<file path="src/rtl/alu_pkg.sv">
// Shared definitions for the ALU operation sequencer: opcodes, program-entry
// layout and FSM state encoding.
package alu_pkg;

  localparam logic [1:0] OP_ADD = 2'b00;
  localparam logic [1:0] OP_SUB = 2'b01;
  localparam logic [1:0] OP_MUL = 2'b10;
  localparam logic [1:0] OP_DIV = 2'b11;

  localparam int ENTRY_W  = 6;
  localparam int CTRL_LSB = 4;
  localparam int A_LSB    = 2;
  localparam int B_LSB    = 0;

  typedef struct packed {
    logic [1:0] ctrl;
    logic [1:0] a;
    logic [1:0] b;
  } entry_t;

  typedef enum logic [2:0] {
    ST_IDLE,
    ST_ISSUE,
    ST_CAPTURE,
    ST_OUTPUT,
    ST_DONE
  } state_t;

  function automatic entry_t unpack_entry(input logic [ENTRY_W-1:0] w);
    entry_t e;
    e.ctrl = w[CTRL_LSB +: 2];
    e.a    = w[A_LSB +: 2];
    e.b    = w[B_LSB +: 2];
    return e;
  endfunction

endpackage

</file>
<file path="src/rtl/alu_prog_mem.sv">
// Program store: DEPTH x W register file, one synchronous write port and
// one asynchronous read port. Contents survive reset.
module alu_prog_mem #(
  parameter int DEPTH = 8,
  parameter int AW    = $clog2(DEPTH),
  parameter int W     = 6
) (
  input  logic          clk,
  input  logic          wr_en,
  input  logic [AW-1:0] wr_addr,
  input  logic [W-1:0]  wr_data,
  input  logic [AW-1:0] rd_addr,
  output logic [W-1:0]  rd_data
);

  logic [W-1:0] r_mem [DEPTH];

  always_ff @(posedge clk) begin
    if (wr_en) r_mem[wr_addr] <= wr_data;
  end

  assign rd_data = r_mem[rd_addr];

endmodule

</file>
<file path="src/rtl/alu_op_sequencer.sv">
// Issues a stored program of {ctrl, A, B} ops to an external combinational
// ALU one at a time and streams each captured {c, y} out on valid/ready.
module alu_op_sequencer
  import alu_pkg::*;
#(
  parameter int DEPTH = 8,
  parameter int AW    = $clog2(DEPTH),
  parameter int ERRW  = 4
) (
  input  logic            clk,
  input  logic            rst,
  input  logic            wr_en,
  input  logic [AW-1:0]   wr_addr,
  input  logic [5:0]      wr_data,
  input  logic            start,
  input  logic [AW:0]     len,
  output logic [1:0]      alu_a,
  output logic [1:0]      alu_b,
  output logic [1:0]      alu_ctrl,
  input  logic [3:0]      alu_y,
  input  logic            alu_c,
  output logic            res_valid,
  input  logic            res_ready,
  output logic [3:0]      res_data,
  output logic            res_carry,
  output logic [AW-1:0]   res_idx,
  output logic            busy,
  output logic            done,
  output logic [ERRW-1:0] err_cnt
);

  localparam logic [AW:0] DEPTH_L = (AW+1)'(DEPTH);

  state_t          r_state, w_next;
  logic [AW:0]     r_cnt_max;
  logic [AW-1:0]   r_idx;
  logic [1:0]      r_alu_a, r_alu_b, r_alu_ctrl;
  logic            r_res_valid;
  logic [3:0]      r_res_data;
  logic            r_res_carry;
  logic [AW-1:0]   r_res_idx;
  logic [ERRW-1:0] r_err_cnt;

  logic [AW:0]     w_len_clamp;
  logic [AW:0]     w_idx_inc;
  logic            w_hs;
  logic            w_mem_we;
  logic [5:0]      w_rd_data;
  entry_t          w_entry;

  assign w_len_clamp = (len > DEPTH_L) ? DEPTH_L : len;
  assign w_idx_inc   = {1'b0, r_idx} + (AW+1)'(1);
  assign w_hs        = (r_state == ST_OUTPUT) && r_res_valid && res_ready;
  // Program edits are only safe while nothing is being executed.
  assign w_mem_we    = wr_en && (r_state == ST_IDLE);
  assign w_entry     = unpack_entry(w_rd_data);

  alu_prog_mem #(
    .DEPTH (DEPTH),
    .AW    (AW),
    .W     (ENTRY_W)
  ) u_mem (
    .clk     (clk),
    .wr_en   (w_mem_we),
    .wr_addr (wr_addr),
    .wr_data (wr_data),
    .rd_addr (r_idx),
    .rd_data (w_rd_data)
  );

  always_ff @(posedge clk or posedge rst) begin
    if (rst) r_state <= ST_IDLE;
    else     r_state <= w_next;
  end

  always_comb begin
    w_next = r_state;
    case (r_state)
      ST_IDLE:    if (start) w_next = (w_len_clamp == '0) ? ST_DONE : ST_ISSUE;
      ST_ISSUE:   w_next = ST_CAPTURE;
      ST_CAPTURE: w_next = ST_OUTPUT;
      ST_OUTPUT:  if (w_hs) w_next = (w_idx_inc == r_cnt_max) ? ST_DONE : ST_ISSUE;
      ST_DONE:    w_next = ST_IDLE;
      default:    w_next = ST_IDLE;
    endcase
  end

  always_ff @(posedge clk or posedge rst) begin
    if (rst) begin
      r_cnt_max   <= '0;
      r_idx       <= '0;
      r_alu_a     <= '0;
      r_alu_b     <= '0;
      r_alu_ctrl  <= '0;
      r_res_valid <= 1'b0;
      r_res_data  <= '0;
      r_res_carry <= 1'b0;
      r_res_idx   <= '0;
      r_err_cnt   <= '0;
    end else begin
      case (r_state)
        ST_IDLE: begin
          if (start) begin
            r_cnt_max <= w_len_clamp;
            r_idx     <= '0;
          end
        end
        ST_ISSUE: begin
          r_alu_ctrl <= w_entry.ctrl;
          r_alu_a    <= w_entry.a;
          r_alu_b    <= w_entry.b;
        end
        ST_CAPTURE: begin
          r_res_data  <= alu_y;
          r_res_carry <= alu_c;
          r_res_idx   <= r_idx;
          r_res_valid <= 1'b1;
          // Divide-by-zero tally sticks at all-ones rather than wrapping.
          if ((r_alu_ctrl == OP_DIV) && alu_c && (r_err_cnt != '1))
            r_err_cnt <= r_err_cnt + ERRW'(1);
        end
        ST_OUTPUT: begin
          if (w_hs) begin
            r_res_valid <= 1'b0;
            r_idx       <= r_idx + AW'(1);
          end
        end
        default: ;
      endcase
    end
  end

  assign alu_a     = r_alu_a;
  assign alu_b     = r_alu_b;
  assign alu_ctrl  = r_alu_ctrl;
  assign res_valid = r_res_valid;
  assign res_data  = r_res_data;
  assign res_carry = r_res_carry;
  assign res_idx   = r_res_idx;
  assign err_cnt   = r_err_cnt;
  assign busy      = (r_state == ST_ISSUE) || (r_state == ST_CAPTURE) ||
                     (r_state == ST_OUTPUT);
  assign done      = (r_state == ST_DONE);

endmodule

</file>
<file path="config.mk">
export PLATFORM = sky130hd
export DESIGN_NAME = alu_op_sequencer
export DESIGN_NICKNAME = d
export VERILOG_FILES = /design/src/rtl/alu_pkg.sv /design/src/rtl/alu_prog_mem.sv /design/src/rtl/alu_op_sequencer.sv
export SDC_FILE = /design/constraint.sdc
export NUM_CORES = 1
export LEC_CHECK = 0
export CORE_UTILIZATION = 25
export DETAILED_ROUTE_END_ITERATION = 16
export PLACE_DENSITY_LB_ADDON = 0.3
export SETUP_SLACK_MARGIN = 0.1
export SYNTH_ARGS = -nofsm -noshare
export SYNTH_HDL_FRONTEND = slang
export SYNTH_SLANG_ARGS = --single-unit
export TNS_END_PERCENT = 50
</file>
<file path="constraint.sdc">
create_clock -name clk -period 1.91 [get_ports clk]
set_input_delay 0.4775 -clock clk [delete_from_list [all_inputs] [get_ports clk]]
set_output_delay 0.4775 -clock clk [all_outputs]
set_load 0.03 [all_outputs]
</file>
# == Yosys cells after proc, flatten, opt, wreduce, memory -nomap -nowiden ==
# Memory sizes are Yosys's and may differ from the RTL's. A register that Yosys moved wholly into a read port is not among the register bits.
# Cells that the tools add are included.
# classes
addsub,3
magnitude_cmp,1
eq_ne,9
muxes,13
n_reduce_logical,16
# op_table
op,count
$mux 3,6
$pmux 3 s4,1
$reduce_and 2->1,4
$eq 3x2->1 const B,2
$pmux 3 s2,1
$logic_and 1x1->1,5
$add 3x1->4 const B,1
$add 4x1->4 const B,1
$eq 4x4->1,1
$gt 4x4->1 const B,1
$logic_not 4->1,1
$mux 4,1
$ne 2x2->1 const B,2
$ne 4x4->1 const B,1
$reduce_bool 2->1,2
$add 3x1->3 const B,1
$eq 3x1->1 const B,1
$eq 3x3->1 const B,1
$logic_not 3->1,1
$mux 1,3
$reduce_and 3->1,1
$eq 2x2->1 const B,1
$logic_or 1x1->1,2
$pmux 1 s2,1
# totals
regBits,23
ram_bits,48
input_bits,23
output_inout_bits,21
elab_cells,51
n_memories,1
# memory_table
name,words,word_bits,rd,rd_clocked_by_memory_dff,write_ports,line,source
u_mem.r_mem,8,6,1,1,1,alu_prog_mem.sv:16,logic [W-1:0] r_mem [DEPTH];

# == Logic depth before layout (Yosys ltp) ==
# Gate-level depths: netlist of the first run.
# logic_depth
word_depth,6
ltp_mapped,6
mapped_depth_nobuf,5

# == By module ==
# From an unflattened synthesis of the first run, not the netlist that was laid out.
# unflattened
hier_cells,196
area_unflattened_um2,3286.9
# modules_own_cells
mod,n_inst,cells_each,area_each_um2,seq_area_each_um2
alu_prog_mem,1,82,1901.8,1441.4
alu_op_sequencer,1,114,1385.1,725.7

# == Worst setup path before layout of the first run ==
# OpenSTA, ideal clock, no wires.
# synth_path
kind,reg-to-reg
startpoint,register r_state[2]
endpoint,memory u_mem.r_mem[0][0] (enable)
setup_time_ps,377
arrival_ps,1463
required_ps,1533
setup_slack_ps,70
path_stages_with_launch,5
n_path_buf,1
period_less_slack_ps,1840
cell_sequence,dfrtp_1 buf_6 nor4b_1 nand2b_1 nor3_1
# synth_between
elab_chain_len,4
# synth_lines
element,line,source
start: declaration,alu_op_sequencer.sv:34,"state_t r_state, w_next;"
start signal: assignment,alu_op_sequencer.sv:73,else r_state <= w_next;
$logic_not 3->1,alu_op_sequencer.sv:55,assign w_mem_we = wr_en && (r_state == ST_IDLE);
$logic_and 1x1->1,alu_op_sequencer.sv:55,
$mux 1,alu_prog_mem.sv:19,if (wr_en) r_mem[wr_addr] <= wr_data;
$mux 1 (not written as such),alu_prog_mem.sv:19,
end: declaration,alu_prog_mem.sv:16,
# No other way between the ends.

# == Worst setup path after layout of the first run ==
# layout_path
startpoint,register r_res_data[1] (netlist: res_data[1])
endpoint,output res_data[1]
# layout_rtl
element,line,source
start: declaration,alu_op_sequencer.sv:39,logic [3:0] r_res_data;
start signal: assignment,alu_op_sequencer.sv:114,r_res_data <= alu_y;
end: declaration,alu_op_sequencer.sv:24,"output logic [3:0] res_data,"
# No word-level cell between the ends.

==> results_dict.tcl, run 1 <==
set metrics [dict create \
    grt_setup_unrepaired "true" \
    grt_pass1_wl_um 11050 \
    synth_top_area_share_pct 44.63 \
    synth_top_family_by_area "multiplexers" \
    yosys.area_share.adder_pct 0.7749 \
    num_vias 2021 \
    internal_power_uw 3814 \
    drtPass1Iterations 4 \
    routed_via_density 4.337 \
    antenna_found_initial 0 \
    synth_area_sq_um 3229 \
    grtUsageTotal_pct 11.36 \
    cp_top_family "buffers and inverters" \
    grt_pass1_vias 2119 \
    drive_gt1_share_pct 18.03 \
    layout_min_cycle_time_ps 1821 \
    layout.cells.non_filler 466 \
    tritoncts "built" \
    synthXorXnorAreaFrac_pct 1.898 \
    crit_buf_inv 1 \
    path_clk_slew_ps 60 \
    synth_fp_nets 253 \
    start_kind "flop" \
    drtIter0Drc 75 \
    gp_congestion 0.7580 \
    yosys.area_share.simple_pct 10.58 \
    synth-main-ff-cell "edfxtp_1" \
    max_cap_violations 0 \
    async_reset_ff_share_pct 37.66 \
    clock_path_buffers 2 \
    post-synth-top-count-cell "edfxtp_1" \
    seqPwrFrac_pct 38.4 \
    total_power_uw 5839 \
    numClockSinks 77 \
    leakagePower_uw 0.001719 \
    die_h_um 115.7 \
    hold_class "reg -> reg" \
    drv_slew 0 \
    slowest_stage "clkdlybuf4s50_1" \
    die_x_um 115.7 \
    hold_buffers 0 \
    root_buffer "clkbuf_16" \
    routedWlPerCell_um 14.71 \
    synth_mux_area_share_pct 10.89 \
    numCtsBuffers 9 \
    core_area_sq_um 12620 \
    clk_latency_ps 340 \
    yosysUniqueCellTypes 37 \
    worstMarginPinSlew_ps 528.0 \
    outcome "completed" \
    endpoint_kind "output pin" \
    worstHoldStart "alu_b[1]" \
    fin_setup_tns_ps 0 \
    fillers 1301 \
    start_util_pct 25.59 \
    synth_cells 228 \
    ios 44 \
    switching_power_uw 2025 \
    ys_seq_elements 77 \
    die_area_sq_um 13380 \
    synth_top_cells_by_area "edfxtp_1 45%, dfrtp_1 22%, mux2i_1 7.7%" \
    clkPwrFrac_pct 27.3 \
    dp_cells 450 \
    std_cell_rows 41 \
    cp_cell_sequence "clkdlybuf4s50_1" \
    yosys-top-cells-count "48 x edfxtp_1, 29 x dfrtp_1, 26 x nand2_1" \
    synth_edf_count 48 \
    power_density_nw_per_um2 1376 \
    synth_top_area_cell "edfxtp_1" \
    fin_worst_skew_ps 5.826 \
    grt_max_degree 30 \
    num-nets-final 314 \
    routed_wl_um 6857 \
    grt-ovfl-total 0 \
    fmax_ghz 0.5491 \
    hpwlAfterDp_um 4915 \
    peakVddDrop_mv 0.4581 \
    cp_data_required_time_ps 1430 \
    crit_path_max_fanout 2 \
    slowest_delay_ps 670 \
    setup_viol 0 \
    synth-seq-area-share_pct 67.11 \
    n_antenna_cell 0 \
    io_buffers 43 \
    worstSetupStartpoint "res_data[1]" \
    yosys_warnings 0 \
    antenna_left 0 \
    synth-compound-area-share_pct 6.083 \
    syn_to_final_growth_pct 31.42 \
    crit_arrival_ps 1340 \
    period_share_pct 95.36 \
    r2r_setup_slack_ps 190 \
    power_frac_comb_pct 34.2 \
    hold_viol 0 \
    drc_errors 0 \
    htreeDepth 3 \
    synth_area_per_cell_sq_um 14.16 \
    reg2reg_from "r_state[0]" \
    critPathKind "reg -> out" \
    max-slew-margin-rel_pct 64.73 \
    p_sw_share_pct 34.69 \
]
[cell type report]
cell class	instances	area [sq um]	share of cell area, %
flip-flops and latches	77	2167	51.06
clock buffers	9	225.2	5.307
inverters	2	7.507	0.1769
repair buffers	61	583.1	13.74
multi-input cells	138	985.9	23.23
clock inverters	7	60.06	1.415
well taps	172	215.2	5.071
[layout by cell type, fill, tap and decap left out, types with 10 or more instances in the layout]
cell type,synthesis,routed
nor2_1,10,10
a22oi_1,12,12
mux2i_1,25,25
o21ai_0,11,11
nand2_1,26,26
clkdlybuf4s50_1,0,24
dfrtp_1,29,29
dlygate4sd2_1,0,10
edfxtp_1,48,48
buf_4,4,18
[metal layers]
metal  GRT usage [%]  up-vias  share of wire, %
met2           17.72       55                47
li1                -      959                 -
met5               0        -                 0
met1           14.43      997                46
met3           3.661       10               4.9
met4           5.043        0               1.6
[final timing paths]
kind,endpoint,cells after the start
min in group asynchronous,res_valid,3
hold / removal,alu_b[1],2
max in group asynchronous,r_cnt_max[2],3
setup / recovery,res_data[1],1
setup reg to reg,u_mem.r_mem[4][1],6
hold reg to reg,alu_b[1],2
[kinds of logic after synthesis]
group / count (synthesis)
muxes: 34
buffers and inverters: 13
xor gates and xnor gates: 7
and+or+nand+nor: 66
DFF: 77
AOI/OAI and AO/OA: 29
adders and majority gates: 2
[power by group through the flow]
stage          Combinational (uW)  Sequential (uW)  Clock [uW]
2_1_floorplan                1090             2560           0
3_3_place_gp                 2060             2280           0
3_5_place_dp                 2070             2300           0
4_1_cts                      2030             2260        1640
5_1_grt                      2200             2290        1710
6_report                     2000             2240        1600
[what timing repair did]
item,4_1_cts,5_1_grt
gates resized for setup,10,9
setup endpoints to repair,21,18
buffers inserted,0,0
[per-stage QoR]
step | instance area, sq um | utilization [%] | hold slack, ps | worst slack [ps]
after floorplan | 3234 | - | 468.9 | 70.72
after global placement | 3946 | 31.27 | 471.9 | -187.7
after detailed placement | 3946 | 31.27 | 480.3 | -174.4
after CTS | 4219 | 33.43 | 494.3 | 34.98
after global routing | 4244 | 33.63 | 522.1 | 53.84
final | 4244 | 33.63 | 482.9 | 88.68
[state kept, by name (all words and copies together) (netlist names)]
signal       flops
r_idx            3
r_cnt_max        4
u_mem.r_mem     48
alu_ctrl         2
res_carry        1
alu_b            2
alu_a            2
res_data         4
r_state          3
res_valid        1
err_cnt          4
res_idx          3
Power figures use the tool's default switching activity.
==> run 2: changes to the inputs <==
- CORE_ASPECT_RATIO: default -> 1.4
==> results_dict.tcl, run 2 (synthesis gave the netlist of run 1 again) <==
set metrics [dict create \
    routedWlPerCell_um 15.12 \
    layout_min_cycle_time_ps 1812 \
    grt_pass1_wl_um 10620 \
    std_cell_rows 48 \
    outcome "finished with violations" \
    die_x_um 98.06 \
    syn_to_final_growth_pct 29.95 \
    routed_wl_um 6684 \
    fmax_ghz 0.5520 \
    wl_met2_um 3430 \
    grt_max_degree 30 \
    hold_class "reg -> reg" \
    largest_reg_flops 48 \
    drive_gt1_share_pct 17.81 \
    clk_latency_ps 330 \
    total_power_uw 5785 \
    dpl_cell_area_sq_um 3904 \
    crit_buf_inv 1 \
    grtUsageTotal_pct 10.66 \
    layout_commonest_cell "edfxtp_1" \
    critPathKind "reg -> out" \
    max_cap_violations 0 \
    grt_setup_unrepaired "true" \
    die_area_sq_um 13380 \
    hold_viol 0 \
    io_buffers 43 \
    period_share_pct 94.85 \
    numCtsBuffers 9 \
    start_kind "flop" \
    design_area_sq_um 4197 \
    hpwlAfterDp_um 4899 \
    leakagePower_uw 0.001699 \
    start_util_pct 25.98 \
    violations "DRC" \
    cp_data_required_time_ps 1430 \
    endpoint_kind "output pin" \
    slowest_delay_ps 670 \
    highest_layer "met4" \
    grt_pass1_vias 2020 \
    n_antenna_cell 0 \
    met1Wirelength_um 2812 \
    drtIter0Drc 44 \
    crit_path_max_fanout 2 \
    top_register "u_mem.r_mem" \
    dr_wl_met3_um 368 \
    clock_path_buffers 2 \
    worstMarginPinSlew_ps 485.3 \
    tritoncts "built" \
    fillers 1193 \
    htreeDepth 3 \
    routed_via_density 4.394 \
    slowest_stage "clkdlybuf4s50_1" \
    power_density_nw_per_um2 1378 \
    fin_worst_skew_ps 7.694 \
    peakVddDrop_mv 0.5394 \
    max-slew-margin-rel_pct 67.19 \
    antenna_left 0 \
    antenna_found_initial 0 \
    cp_top_family "buffers and inverters" \
    numClockSinks 77 \
    grt-ovfl-total 0 \
    drv_slew 0 \
    setup_viol 0 \
    ios 44 \
    path_clk_slew_ps 50 \
    die_h_um 136.5 \
    drtPass1Iterations 10 \
    root_buffer "clkbuf_16" \
    num_vias 1942 \
    core_area_sq_um 12430 \
    drc_errors 7 \
    crit_arrival_ps 1330 \
    cts_setup_buffers 0 \
    gp_congestion 0.7495 \
    final_cell_mix "48 x edfxtp_1, 28 x dfrtp_1, 26 x nand2_1, 25 x mux2i_1, 24 x clkdlybuf4s50_1" \
    num-nets-final 312 \
    cp_cell_sequence "clkdlybuf4s50_1" \
]
[run 2: cell count changes in the layout (fill, tap and decap cells not counted), sizes merged]
cell,before,now
clkinvlp,1,2
dlygate4sd2,10,9
clkinv,4,2
inv,4,5
buf,19,17
clkbuf,9,10
[run 2: routing by layer]
layer	vias up	global-route usage, %
met3	5	2.982
met1	928	12.53
met5	-	0
met2	45	18.66
met4	0	3.535
li1	964	-
[run 2: where the power goes]
| group | internal [uW] | switching (uW) |
|---|---|---|
| Sequential | 2050 | 218 |
| Combinational | 859 | 1100 |
| Clock | 894 | 670 |
| Total | 3800 | 1990 |
[run 2: final cells by class]
| type | instances | area [sq um] | share of cell area [%] |
|---|---|---|---|
| clock buffer | 9 | 225.2 | 5.367 |
| clock inverter | 7 | 56.30 | 1.342 |
| inverter | 2 | 7.507 | 0.1789 |
| multi-input combinational | 138 | 987.2 | 23.52 |
| sequential | 77 | 2168 | 51.67 |
| tap | 150 | 187.7 | 4.472 |
| timing repair buffer | 59 | 564.3 | 13.45 |
[run 2: final timing paths]
kind / startpoint / end / slack, ps / depth (start not counted)
worst min-delay path: alu_a[0] / alu_a[0] / 490 / 2
max in group asynchronous: rst / r_state[2] / 1100 / 3
worst min register to register: alu_a[0] / alu_a[0] / 490 / 2
worst max-delay path: res_idx[2] / res_idx[2] / 100 / 1
worst max register to register: r_state[1] / u_mem.r_mem[1][5] / 210 / 6
min in group asynchronous: rst / r_state[0] / 520 / 3
[run 2: repair_timing]
item	in CTS	in global routing
hold buffers	0	0
pin swaps	0	0
endpoints found under the setup margin	20	54
endpoints found under the hold margin	0	0
resized for setup	10	12
[run 2: metrics by stage]
stage	setup WS [ps]	TNS [ps]	instances	utilization [%]	hold slack (ps)
floorplan	70.72	0	228	-	468.9
global placement	-201.9	-7424	426	31.40	471.1
detailed placement	-176.4	-6944	426	31.40	488.3
CTS	54.15	0	442	33.56	500.8
global route	67.31	0	442	33.76	512.1
finish	98.37	0	442	33.76	487.8
